==> src/rtl/mem_map_pkg.sv <==
// mem_map_pkg: shared definitions for the memory-side bus controller.
//   - MMIO register offsets relative to the MMIO base address
//   - controller state encoding (plain constants so legacy code can match on them)
//   - region-decode enum and the decode helper used by the controller
package mem_map_pkg;

  localparam logic [31:0] MMIO_LED_OFS = 32'h0000_0000;
  localparam logic [31:0] MMIO_CNT_OFS = 32'h0000_0004;

  localparam logic [2:0] ST_IDLE   = 3'd0;
  localparam logic [2:0] ST_ACCESS = 3'd1;
  localparam logic [2:0] ST_WAIT   = 3'd2;
  localparam logic [2:0] ST_SAMPLE = 3'd3;
  localparam logic [2:0] ST_DONE   = 3'd4;

  typedef enum logic [1:0] {
    RGN_RAM  = 2'd0,
    RGN_MMIO = 2'd1,
    RGN_ERR  = 2'd2
  } region_e;

  // Misalignment and conflicting strobes fault before any region match, so a
  // faulting request can never reach the RAM or an MMIO register.
  function automatic region_e decode_region(
    input logic [31:0] addr,
    input logic        rd,
    input logic        wr,
    input logic        mmio_hit,
    input int unsigned ram_aw
  );
    logic in_ram;
    in_ram = ((addr >> (ram_aw + 2)) == 32'd0);
    if ((addr[1:0] != 2'b00) || (rd && wr)) return RGN_ERR;
    if (in_ram)                             return RGN_RAM;
    if (mmio_hit)                           return RGN_MMIO;
    return RGN_ERR;
  endfunction

endpackage

==> src/rtl/mmio_regs.sv <==
// mmio_regs: MMIO register block of the bus controller.
//   LED register at MMIO_BASE+0 (8 bits) and a free-running 32-bit cycle
//   counter at MMIO_BASE+4 that loads on write instead of incrementing.
// Ports:
//   iClk, iRst  clock, synchronous active-high reset
//   iAddr       byte address of the current request
//   iWe         write strobe (one cycle, only for a decoded MMIO write)
//   iWData      write data
//   oHit        iAddr selects one of the MMIO registers
//   oRData      combinational read mux, current register contents
//   oLed        LED register
module mmio_regs
  import mem_map_pkg::*;
#(
  parameter logic [31:0] MMIO_BASE = 32'hFFFF_0000
) (
  input  logic        iClk,
  input  logic        iRst,
  input  logic [31:0] iAddr,
  input  logic        iWe,
  input  logic [31:0] iWData,
  output logic        oHit,
  output logic [31:0] oRData,
  output logic [7:0]  oLed
);

  logic        w_sel_led;
  logic        w_sel_cnt;
  logic [7:0]  r_led;
  logic [31:0] r_cnt;

  assign w_sel_led = (iAddr == (MMIO_BASE + MMIO_LED_OFS));
  assign w_sel_cnt = (iAddr == (MMIO_BASE + MMIO_CNT_OFS));
  assign oHit      = w_sel_led | w_sel_cnt;
  assign oLed      = r_led;

  always_comb begin
    oRData = '0;
    if (w_sel_led)      oRData = {24'b0, r_led};
    else if (w_sel_cnt) oRData = r_cnt;
  end

  always_ff @(posedge iClk) begin
    if (iRst) begin
      r_led <= '0;
    end else if (iWe && w_sel_led) begin
      r_led <= iWData[7:0];
    end
  end

  // A counter write replaces that cycle's increment; wrap is natural overflow.
  always_ff @(posedge iClk) begin
    if (iRst) begin
      r_cnt <= '0;
    end else if (iWe && w_sel_cnt) begin
      r_cnt <= iWData;
    end else begin
      r_cnt <= r_cnt + 32'd1;
    end
  end

endmodule

==> src/rtl/mem_bus_ctrl.sv <==
// mem_bus_ctrl: memory-side bus controller behind the multicycle processor.
//   Serves each held read/write request from a synchronous single-port word
//   RAM or the MMIO block, then returns registered read data and a one-cycle
//   ready pulse (with error flag for faulting requests).
// Ports:
//   iClk, iRst           clock, synchronous active-high reset
//   iMemAddr/iMemData    processor byte address / write data
//   iMemRead/iMemWrite   request strobes, held until oRdy
//   oMemData             registered read data
//   oRdy, oErr           completion pulse, fault flag alongside it
//   oRamAddr/oRamWData   RAM word address / write data
//   oRamEn, oRamWe       RAM enable (one cycle per access), write enable
//   iRamRData            RAM read data, valid the cycle after oRamEn
//   oLed                 LED register
module mem_bus_ctrl
  import mem_map_pkg::*;
#(
  parameter int unsigned RAM_AW      = 12,
  parameter int unsigned WAIT_STATES = 0,
  parameter logic [31:0] MMIO_BASE   = 32'hFFFF_0000
) (
  input  logic              iClk,
  input  logic              iRst,
  input  logic [31:0]       iMemAddr,
  input  logic [31:0]       iMemData,
  input  logic              iMemRead,
  input  logic              iMemWrite,
  output logic [31:0]       oMemData,
  output logic              oRdy,
  output logic              oErr,
  output logic [RAM_AW-1:0] oRamAddr,
  output logic [31:0]       oRamWData,
  output logic              oRamEn,
  output logic              oRamWe,
  input  logic [31:0]       iRamRData,
  output logic [7:0]        oLed
);

  logic [2:0]        r_state;
  logic [3:0]        r_wait;
  logic              r_write;
  logic [31:0]       r_mem_data;
  logic              r_rdy;
  logic              r_err;
  logic [RAM_AW-1:0] r_ram_addr;
  logic [31:0]       r_ram_wdata;
  logic              r_ram_en;
  logic              r_ram_we;

  logic              w_req;
  logic              w_mmio_hit;
  logic [31:0]       w_mmio_rdata;
  logic              w_mmio_we;
  region_e           w_rgn;

  assign w_req = iMemRead | iMemWrite;
  assign w_rgn = decode_region(iMemAddr, iMemRead, iMemWrite, w_mmio_hit, RAM_AW);

  // MMIO requests are decoded and completed in the IDLE cycle itself, so the
  // register block sees the live request rather than a latched copy.
  assign w_mmio_we = (r_state == ST_IDLE) && w_req && (w_rgn == RGN_MMIO) && iMemWrite;

  mmio_regs #(
    .MMIO_BASE (MMIO_BASE)
  ) u_mmio (
    .iClk   (iClk),
    .iRst   (iRst),
    .iAddr  (iMemAddr),
    .iWe    (w_mmio_we),
    .iWData (iMemData),
    .oHit   (w_mmio_hit),
    .oRData (w_mmio_rdata),
    .oLed   (oLed)
  );

  always_ff @(posedge iClk) begin
    if (iRst) begin
      r_state     <= ST_IDLE;
      r_wait      <= '0;
      r_write     <= 1'b0;
      r_mem_data  <= '0;
      r_rdy       <= 1'b0;
      r_err       <= 1'b0;
      r_ram_addr  <= '0;
      r_ram_wdata <= '0;
      r_ram_en    <= 1'b0;
      r_ram_we    <= 1'b0;
    end else begin
      r_rdy    <= 1'b0;
      r_err    <= 1'b0;
      r_ram_en <= 1'b0;
      r_ram_we <= 1'b0;
      case (r_state)
        ST_IDLE: begin
          if (w_req) begin
            r_write <= iMemWrite;
            case (w_rgn)
              RGN_ERR: begin
                r_mem_data <= '0;
                r_rdy      <= 1'b1;
                r_err      <= 1'b1;
                r_state    <= ST_DONE;
              end
              RGN_MMIO: begin
                if (!iMemWrite) r_mem_data <= w_mmio_rdata;
                r_rdy   <= 1'b1;
                r_state <= ST_DONE;
              end
              default: begin
                // RAM strobes are registered here so they are high for
                // exactly the ACCESS cycle.
                r_ram_en    <= 1'b1;
                r_ram_we    <= iMemWrite;
                r_ram_addr  <= iMemAddr[RAM_AW+1:2];
                r_ram_wdata <= iMemData;
                r_state     <= ST_ACCESS;
              end
            endcase
          end
        end
        ST_ACCESS: begin
          r_wait  <= '0;
          r_state <= (WAIT_STATES > 0) ? ST_WAIT : ST_SAMPLE;
        end
        ST_WAIT: begin
          if (r_wait == 4'(WAIT_STATES - 1)) begin
            r_wait  <= '0;
            r_state <= ST_SAMPLE;
          end else begin
            r_wait <= r_wait + 4'd1;
          end
        end
        ST_SAMPLE: begin
          if (!r_write) r_mem_data <= iRamRData;
          r_rdy   <= 1'b1;
          r_state <= ST_DONE;
        end
        ST_DONE: begin
          r_state <= ST_IDLE;
        end
        default: begin
          r_state <= ST_IDLE;
        end
      endcase
    end
  end

  assign oMemData  = r_mem_data;
  assign oRdy      = r_rdy;
  assign oErr      = r_err;
  assign oRamAddr  = r_ram_addr;
  assign oRamWData = r_ram_wdata;
  assign oRamEn    = r_ram_en;
  assign oRamWe    = r_ram_we;

endmodule

==> config.mk <==
export PLATFORM = sky130hd
export DESIGN_NAME = mem_bus_ctrl
export DESIGN_NICKNAME = d
export VERILOG_FILES = /design/src/rtl/mem_map_pkg.sv /design/src/rtl/mmio_regs.sv /design/src/rtl/mem_bus_ctrl.sv
export SDC_FILE = /design/constraint.sdc
export NUM_CORES = 1
export LEC_CHECK = 0
export CORE_ASPECT_RATIO = 0.7
export CORE_UTILIZATION = 51
export DETAILED_ROUTE_END_ITERATION = 10
export PLACE_DENSITY = 0.95
export SETUP_SLACK_MARGIN = 0.1
export SYNTH_ARGS = -nofsm -noshare
export SYNTH_HDL_FRONTEND = slang
export SYNTH_HIERARCHICAL = 1
export SYNTH_SLANG_ARGS = --single-unit
==> constraint.sdc <==
create_clock -name iClk -period 5.8 [get_ports iClk]
set_clock_uncertainty 0.1 [all_clocks]
set_input_delay 1.45 -clock iClk [delete_from_list [all_inputs] [get_ports iClk]]
set_output_delay 1.45 -clock iClk [all_outputs]
set_load 0.03 [all_outputs]
==> flow_summary.ini, run 1 <==
[status]
status = complete, no violations

[global_routing]
grt_use_total_pct = 29.4
initial_antenna_violation_count = 0
wire_length_of_the_first_global_routing_pass_um = 29300
grt_max_degree = 75
number_of_global_route_vias_before_repair = 5703
global_route.overflow_total = 0

[synth]
synth.mux.area_fraction_pct = 2.55
netlist-cell-type-count = 50
async_reset_ff_share_pct = 0
synth-compound-area-share_pct = 20.1
synthXorXnorAreaFrac_pct = 4.32
synth_top_cells_by_area = dfxtp_1, nand2_1, a311oi_2
synth_edf_count = 0
synth_most_common_cell = nand2_1
synth-adder-area-share_pct = 0.797
ys.flop_type = dfxtp_1
synth_simple_gate_area_share_pct = 26.5
netlist.area_leader.share_pct = 40.8
synth_top_cell_by_area = dfxtp_1
synth.yosys.warnings = 6
syn_area_per_cell_sq_um = 8.44
ys_top_cells_by_count = nand2_1, dfxtp_1, a21oi_1
mappedNetlistArea_sq_um = 6280
ys_seq_area_share_pct = 40.8
postSynthCellCount = 744
synth_top_family_by_area = simple AND/OR/NAND/NOR gates
synth.ff_latch_count = 128
net_count_after_synthesis = 848

[critical_path]
crit_path_cell_trace = clkdlybuf4s50_1, nand4_1, nor4_2, nand2_1, inv_2, nand2_1, nor2_1, ha_1, o22ai_1, o32ai_4, and2_1, buf_4, a311oi_2
cp.arrival_ps = 5080
number_of_buffer_and_inverter_instances_along_the_worst_setup_path = 3
critPathSlowestCell = o32ai_4
critical-path-max-stage-delay_ps = 660
rrSetupSlack_ps = 2650
required_time_reported_for_the_critical_path_endpoint_ps = 5950
cpLargestDelayFamily = simple AND/OR/NAND/NOR gates
critical_path.max_fanout = 33
worstSetupStartpointType = input pin
critical_path.startpoint = iMemAddr[23]
r2r_start = r_state[0]$_SDFFE_PP0P_
path_class = in -> reg
crit_path_end_kind = flop
worst_r2r_endpoint = oMemData[26]$_SDFFE_PP0P_
r2r.worst_path.cells = 5
path_common_cell = nand2_1

[cts]
ctsRootBufferMaster = clkbuf_16
path_clk_slew_ps = 50
hold_buffers = 0
post_cts_resize_count = 0
cts.sinks = 128
tritoncts.num_buffers = 17
clk_latency_ps = 410
tritoncts = yes
ctsLongestPathBuffers = 2
cts_post_setup_buffers_inserted = 0
clock_tree.htree_level_count = 4

[cells_and_area]
layout.cell_area.non_filler_sq_um = 8660
finalNonFillerCells = 1066
insertedDiodeCount = 0
fillers = 831
layout.core_utilization_pct = 73.1
final_layout_size_suffix_gt1_share_pct = 9.35
finalNetCount = 1003
area_growth_pct = 37.9

[timing]
least_margin_pin_slew_ps = 1180
fin_crit_ps = 4930
fmax_ghz = 0.203
timing.final.hold_violations = 0
timing.final.max_slew_violations = 0
fin_tns_setup_ps = 0
rsz0062_at_grt = no
post-route-period-util_pct = 84.9
setup_viol = 0
relSlewSlack_pct = 21.2

[floorplan]
starting_density_of_the_core_pct = 53.0
die_ar_sq_um = 12800
floorplan.io_pins = 188
row_count = 33
die_w_um = 135
fp.coreArea_sq_um = 11900
chipHeight_um = 94.9

[worst_hold_path]
min_from = oRamWData[25]$_SDFFE_PP0P_
min_delay_path_depth = 2
holdCritPathClass = reg -> reg
hold-path-endpoint = oRamWData[25]$_SDFFE_PP0P_

[place]
dp_hpwl_um = 13200
post_dp_cell_area_sq_um = 8140
place_congestion = 0.919
number_of_instances_in_the_placed_design = 1037
placement.io_buffers = 187

[route]
wl_per_cell_um = 18.0
vias_per_cell = 5.87
drc = 0
postRouteWirelength_um = 19200
remaining_antenna_violation_count_after_routing = 0
first_pass_iters = 6
detailedRoute.firstIterationViolations = 866
total_number_of_vias = 6257

[power]
p_leak_uw = 0.00291
vdd_ir_drop_max_mv = 0.224
report.power.total_uw = 2100
power.density_cell_area_nw_per_um2 = 243

[flow_run]
drv.max_cap_violation_count = 0
[worst max path at each step]
stage | to | slack (ps) | cells past startpoint
2_1_floorplan | u_mmio/r_cnt[21]$_SDFF_PP0_ | 1600 | 12
3_3_place_gp | oMemData[17]$_SDFFE_PP0P_ | 660 | 13
3_5_place_dp | oMemData[26]$_SDFFE_PP0P_ | 570 | 13
4_1_cts | oMemData[26]$_SDFFE_PP0P_ | 950 | 13
5_1_grt | oMemData[19]$_SDFFE_PP0P_ | 670 | 13
6_report | oMemData[26]$_SDFFE_PP0P_ | 870 | 13
[placed cells by master (no fill, tap or decap), drive strengths merged, types with 13 or more instances in the layout]
cell type      instances
nor4                  13
dfxtp                128
nand4                 15
nand3                 49
and2                  25
xnor2                 17
clkbuf                23
clkdlybuf4s50        186
xor2                  14
nand2                139
a211oi                34
a311oi                32
mux2i                 16
nor2                  56
a21oi                 84
[cell families after synthesis]
family                   after synthesis
buffers and inverters                 66
adder cells (fa/ha/maj)                4
AO/OA/AOI/OAI                        162
XOR/XNOR                              31
flip-flops                           128
AND/OR/NAND/NOR                      337
multiplexers                          16
[registers in the layout, indices dropped and copies added, names as in the netlist]
signal	cells
oMemData	32
oRamWData	32
u_mmio/r_cnt	32
oRamAddr	12
u_mmio/oLed	8
r_wait	4
r_state	3
oErr	1
oRamEn	1
oRamWe	1
oRdy	1
r_write	1
[stage by stage]
step | setup WS (ps) | hold slack (ps)
3_3_place_gp | 661 | 341
4_1_cts | 949 | 353
2_1_floorplan | 1600 | 371
5_1_grt | 667 | 371
3_5_place_dp | 572 | 346
6_report | 874 | 351
[tightest hold or removal path, cell delays in order (launching register included)]
cell and delay [ps]:
dfxtp_1 300, nand2_1 50, a21oi_1 50
[layout make-up]
type                       count  area (sq um)  share of cell area, %
clock buffer                  23           488                   5.63
multi-input combinational    550          3410                   39.4
inverter                       7          26.3                  0.303
timing repair buffer         195          1940                   22.4
tap                          157           196                   2.27
sequential                   128          2560                   29.6
clock inverter                 6          35.0                  0.404
[power by group]
group	total, uW	switching [uW]	internal [uW]
Combinational	240	119	120
Sequential	917	16.1	900
Clock	947	367	580
Total	2100	502	1600
[layer usage]
layer	GRT usage [%]	wire, um	vias up
met2	44.6	8410	387
met1	40.4	8330	2882
met3	7.94	2060	40
li1	-	-	2948
met4	9.46	362	0
met5	0	0	-
No activity file was read; power rests on OpenSTA's default activity.
==> run 2: changes to the inputs <==
--- a/config.mk
+++ b/config.mk
@@ -6,9 +6,9 @@
 export NUM_CORES = 1
 export LEC_CHECK = 0
 export CORE_ASPECT_RATIO = 0.7
-export CORE_UTILIZATION = 51
+export CORE_UTILIZATION = 43
 export DETAILED_ROUTE_END_ITERATION = 10
-export PLACE_DENSITY = 0.95
+export PLACE_DENSITY = 0.87
 export SETUP_SLACK_MARGIN = 0.1
 export SYNTH_ARGS = -nofsm -noshare
 export SYNTH_HDL_FRONTEND = slang
==> constraint.sdc (replaced) <==
create_clock -name iClk -period 4 [get_ports iClk]
set_clock_uncertainty 0.1 [all_clocks]
set_input_delay 1 -clock iClk [delete_from_list [all_inputs] [get_ports iClk]]
set_output_delay 1 -clock iClk [all_outputs]
set_load 0.03 [all_outputs]
==> run 2 against run 1 <==
  * Cell area rose by 3.1%
  * Non-clock buffer count rose by 7
  * Total power increased by 61%
  * Register-to-register slack lost 1200 ps
  * Sequential share of layout area fell by 0.89 points
  * Routed wire length rose by 1.6%
  * Combinational power is 46% higher
  * Via count down 0.93%
  * Worst setup slack got worse by 430 ps
==> flow_summary.ini, run 2 (synthesis results as in run 1) <==
[critical_path]
cp.arrival_ps = 3780
number_of_buffer_and_inverter_instances_along_the_worst_setup_path = 4
path_class = in -> reg
crit_path_end_kind = flop
critical_path.max_fanout = 32
worstSetupStartpointType = input pin
critPathSlowestCell = clkdlybuf4s50_1
required_time_reported_for_the_critical_path_endpoint_ps = 4220
crit_path_cell_trace = clkdlybuf4s50_1, nor4_1, buf_4, and4_1, nand2_1, inv_2, nand2_1, nor2_1, ha_1, o22ai_1, o32ai_4, buf_4, a21oi_1, a311oi_2
critical-path-max-stage-delay_ps = 430
cpLargestDelayFamily = buffers and inverters

[cells_and_area]
layout_commonest_cell = clkdlybuf4s50_1
area_growth_pct = 42.1
finalNetCount = 1010
mostFrequentLayoutCells = clkdlybuf4s50_1, nand2_1, dfxtp_1
layout.cell_area.non_filler_sq_um = 8930
insertedDiodeCount = 0
final_layout_size_suffix_gt1_share_pct = 10.2

[route]
detailedRoute.firstIterationViolations = 624
wl_per_cell_um = 17.6
remaining_antenna_violation_count_after_routing = 0
vias_per_cell = 5.59
postRouteWirelength_um = 19500
drc = 0
total_number_of_vias = 6199
first_pass_iters = 5

[global_routing]
grt_max_degree = 79
initial_antenna_violation_count = 0
number_of_global_route_vias_before_repair = 5746
global_route.overflow_total = 0
wire_length_of_the_first_global_routing_pass_um = 30400
grt_use_total_pct = 25.6

[timing]
timing.final.ws_setup_ps = 442
relSlewSlack_pct = 25.6
post-route-period-util_pct = 89.0
least_margin_pin_slew_ps = 1120
fmax_ghz = 0.281
fin_tns_setup_ps = 0
timing.final.hold_violations = 0
fin_hold_ws_ps = 353
fin_crit_ps = 3560
timing.final.max_slew_violations = 0
rsz0062_at_grt = no
setup_viol = 0

[flow_run]
drv.max_cap_violation_count = 0

[cts]
post_cts_resize_count = 0
path_clk_slew_ps = 50
hold_buffers = 0
tritoncts = yes
ctsLongestPathBuffers = 2
cts.sinks = 128
tritoncts.num_buffers = 17
ctsRootBufferMaster = clkbuf_16
clk_latency_ps = 410
clock_tree.htree_level_count = 4
cts_post_setup_buffers_inserted = 0

[floorplan]
floorplan.io_pins = 188
die_ar_sq_um = 15100
chipHeight_um = 103
row_count = 36
die_w_um = 146
starting_density_of_the_core_pct = 44.6
fp.coreArea_sq_um = 14100

[worst_hold_path]
holdCritPathClass = reg -> reg

[power]
report.power.total_uw = 3390
p_leak_uw = 0.00301
power.density_cell_area_nw_per_um2 = 379
vdd_ir_drop_max_mv = 0.318

[place]
place_congestion = 0.871
post_dp_cell_area_sq_um = 8280
detailedPlace.worstSlack_ps = 50.2
dp_hpwl_um = 13800
placement.io_buffers = 187

[status]
status = complete, no violations
==> run 2: cell types whose count changed in the layout (fill, tap and decap cells not counted), sizes merged <==
| cell | previous run | this run |
|---|---|---|
| bufinv | 0 | 5 |
| clkinv | 4 | 2 |
| clkinvlp | 2 | 3 |
| clkbuf | 23 | 22 |
| buf | 9 | 16 |
==> run 2: metrics by stage <==
step                      instances  utilization, %
after floorplan                 744               -
after global placement         1077            58.8
after detailed placement       1077            58.8
after CTS                      1109            63.3
after global routing           1109            63.3
final                          1109            63.3
==> run 2: worst reg2reg max path, stage by stage (launching register included) <==
cell      delay (ps)
dfxtp_1          600
and2b_2          280
and2_1           880
nand2_1          240
a311oi_2         310
==> run 2: report_power, final <==
| part | switching (uW) | total [uW] | internal [uW] |
|---|---|---|---|
| logic | 173 | 351 | 178 |
| clock network | 571 | 1710 | 1140 |
| registers | 23.1 | 1330 | 1300 |
| total | 767 | 3390 | 2620 |
==> run 2: area by class of cell <==
cell class / instances / area (sq um)
Clock buffer: 22 / 464
Sequential cell: 128 / 2560
Inverter: 7 / 26.3
Clock inverter: 10 / 183
Fill cell: 1123 / 5170
Multi-Input combinational cell: 550 / 3410
Timing Repair Buffer: 202 / 2040
Tap cell: 190 / 238
==> run 2: worst paths after layout <==
check	start	endpoint	slack [ps]	cells past startpoint
worst max register to register	r_state[1]$_SDFFE_PP0P_	oMemData[28]$_SDFFE_PP0P_	1490	4
worst min-delay path	oRamWData[26]$_SDFFE_PP0P_	oRamWData[26]$_SDFFE_PP0P_	350	2
worst max-delay path	iMemAddr[11]	oMemData[28]$_SDFFE_PP0P_	440	14
worst min register to register	oRamWData[26]$_SDFFE_PP0P_	oRamWData[26]$_SDFFE_PP0P_	350	2
==> run 2: layer usage <==
| metal | part of all wire, % | global-route usage (%) | vias up |
|---|---|---|---|
| li1 | - | - | 2978 |
| met1 | 45 | 36.3 | 2894 |
| met2 | 44 | 38.3 | 293 |
| met3 | 8.8 | 5.40 | 34 |
| met4 | 1.8 | 9.46 | 0 |
| met5 | 0 | 0 | - |
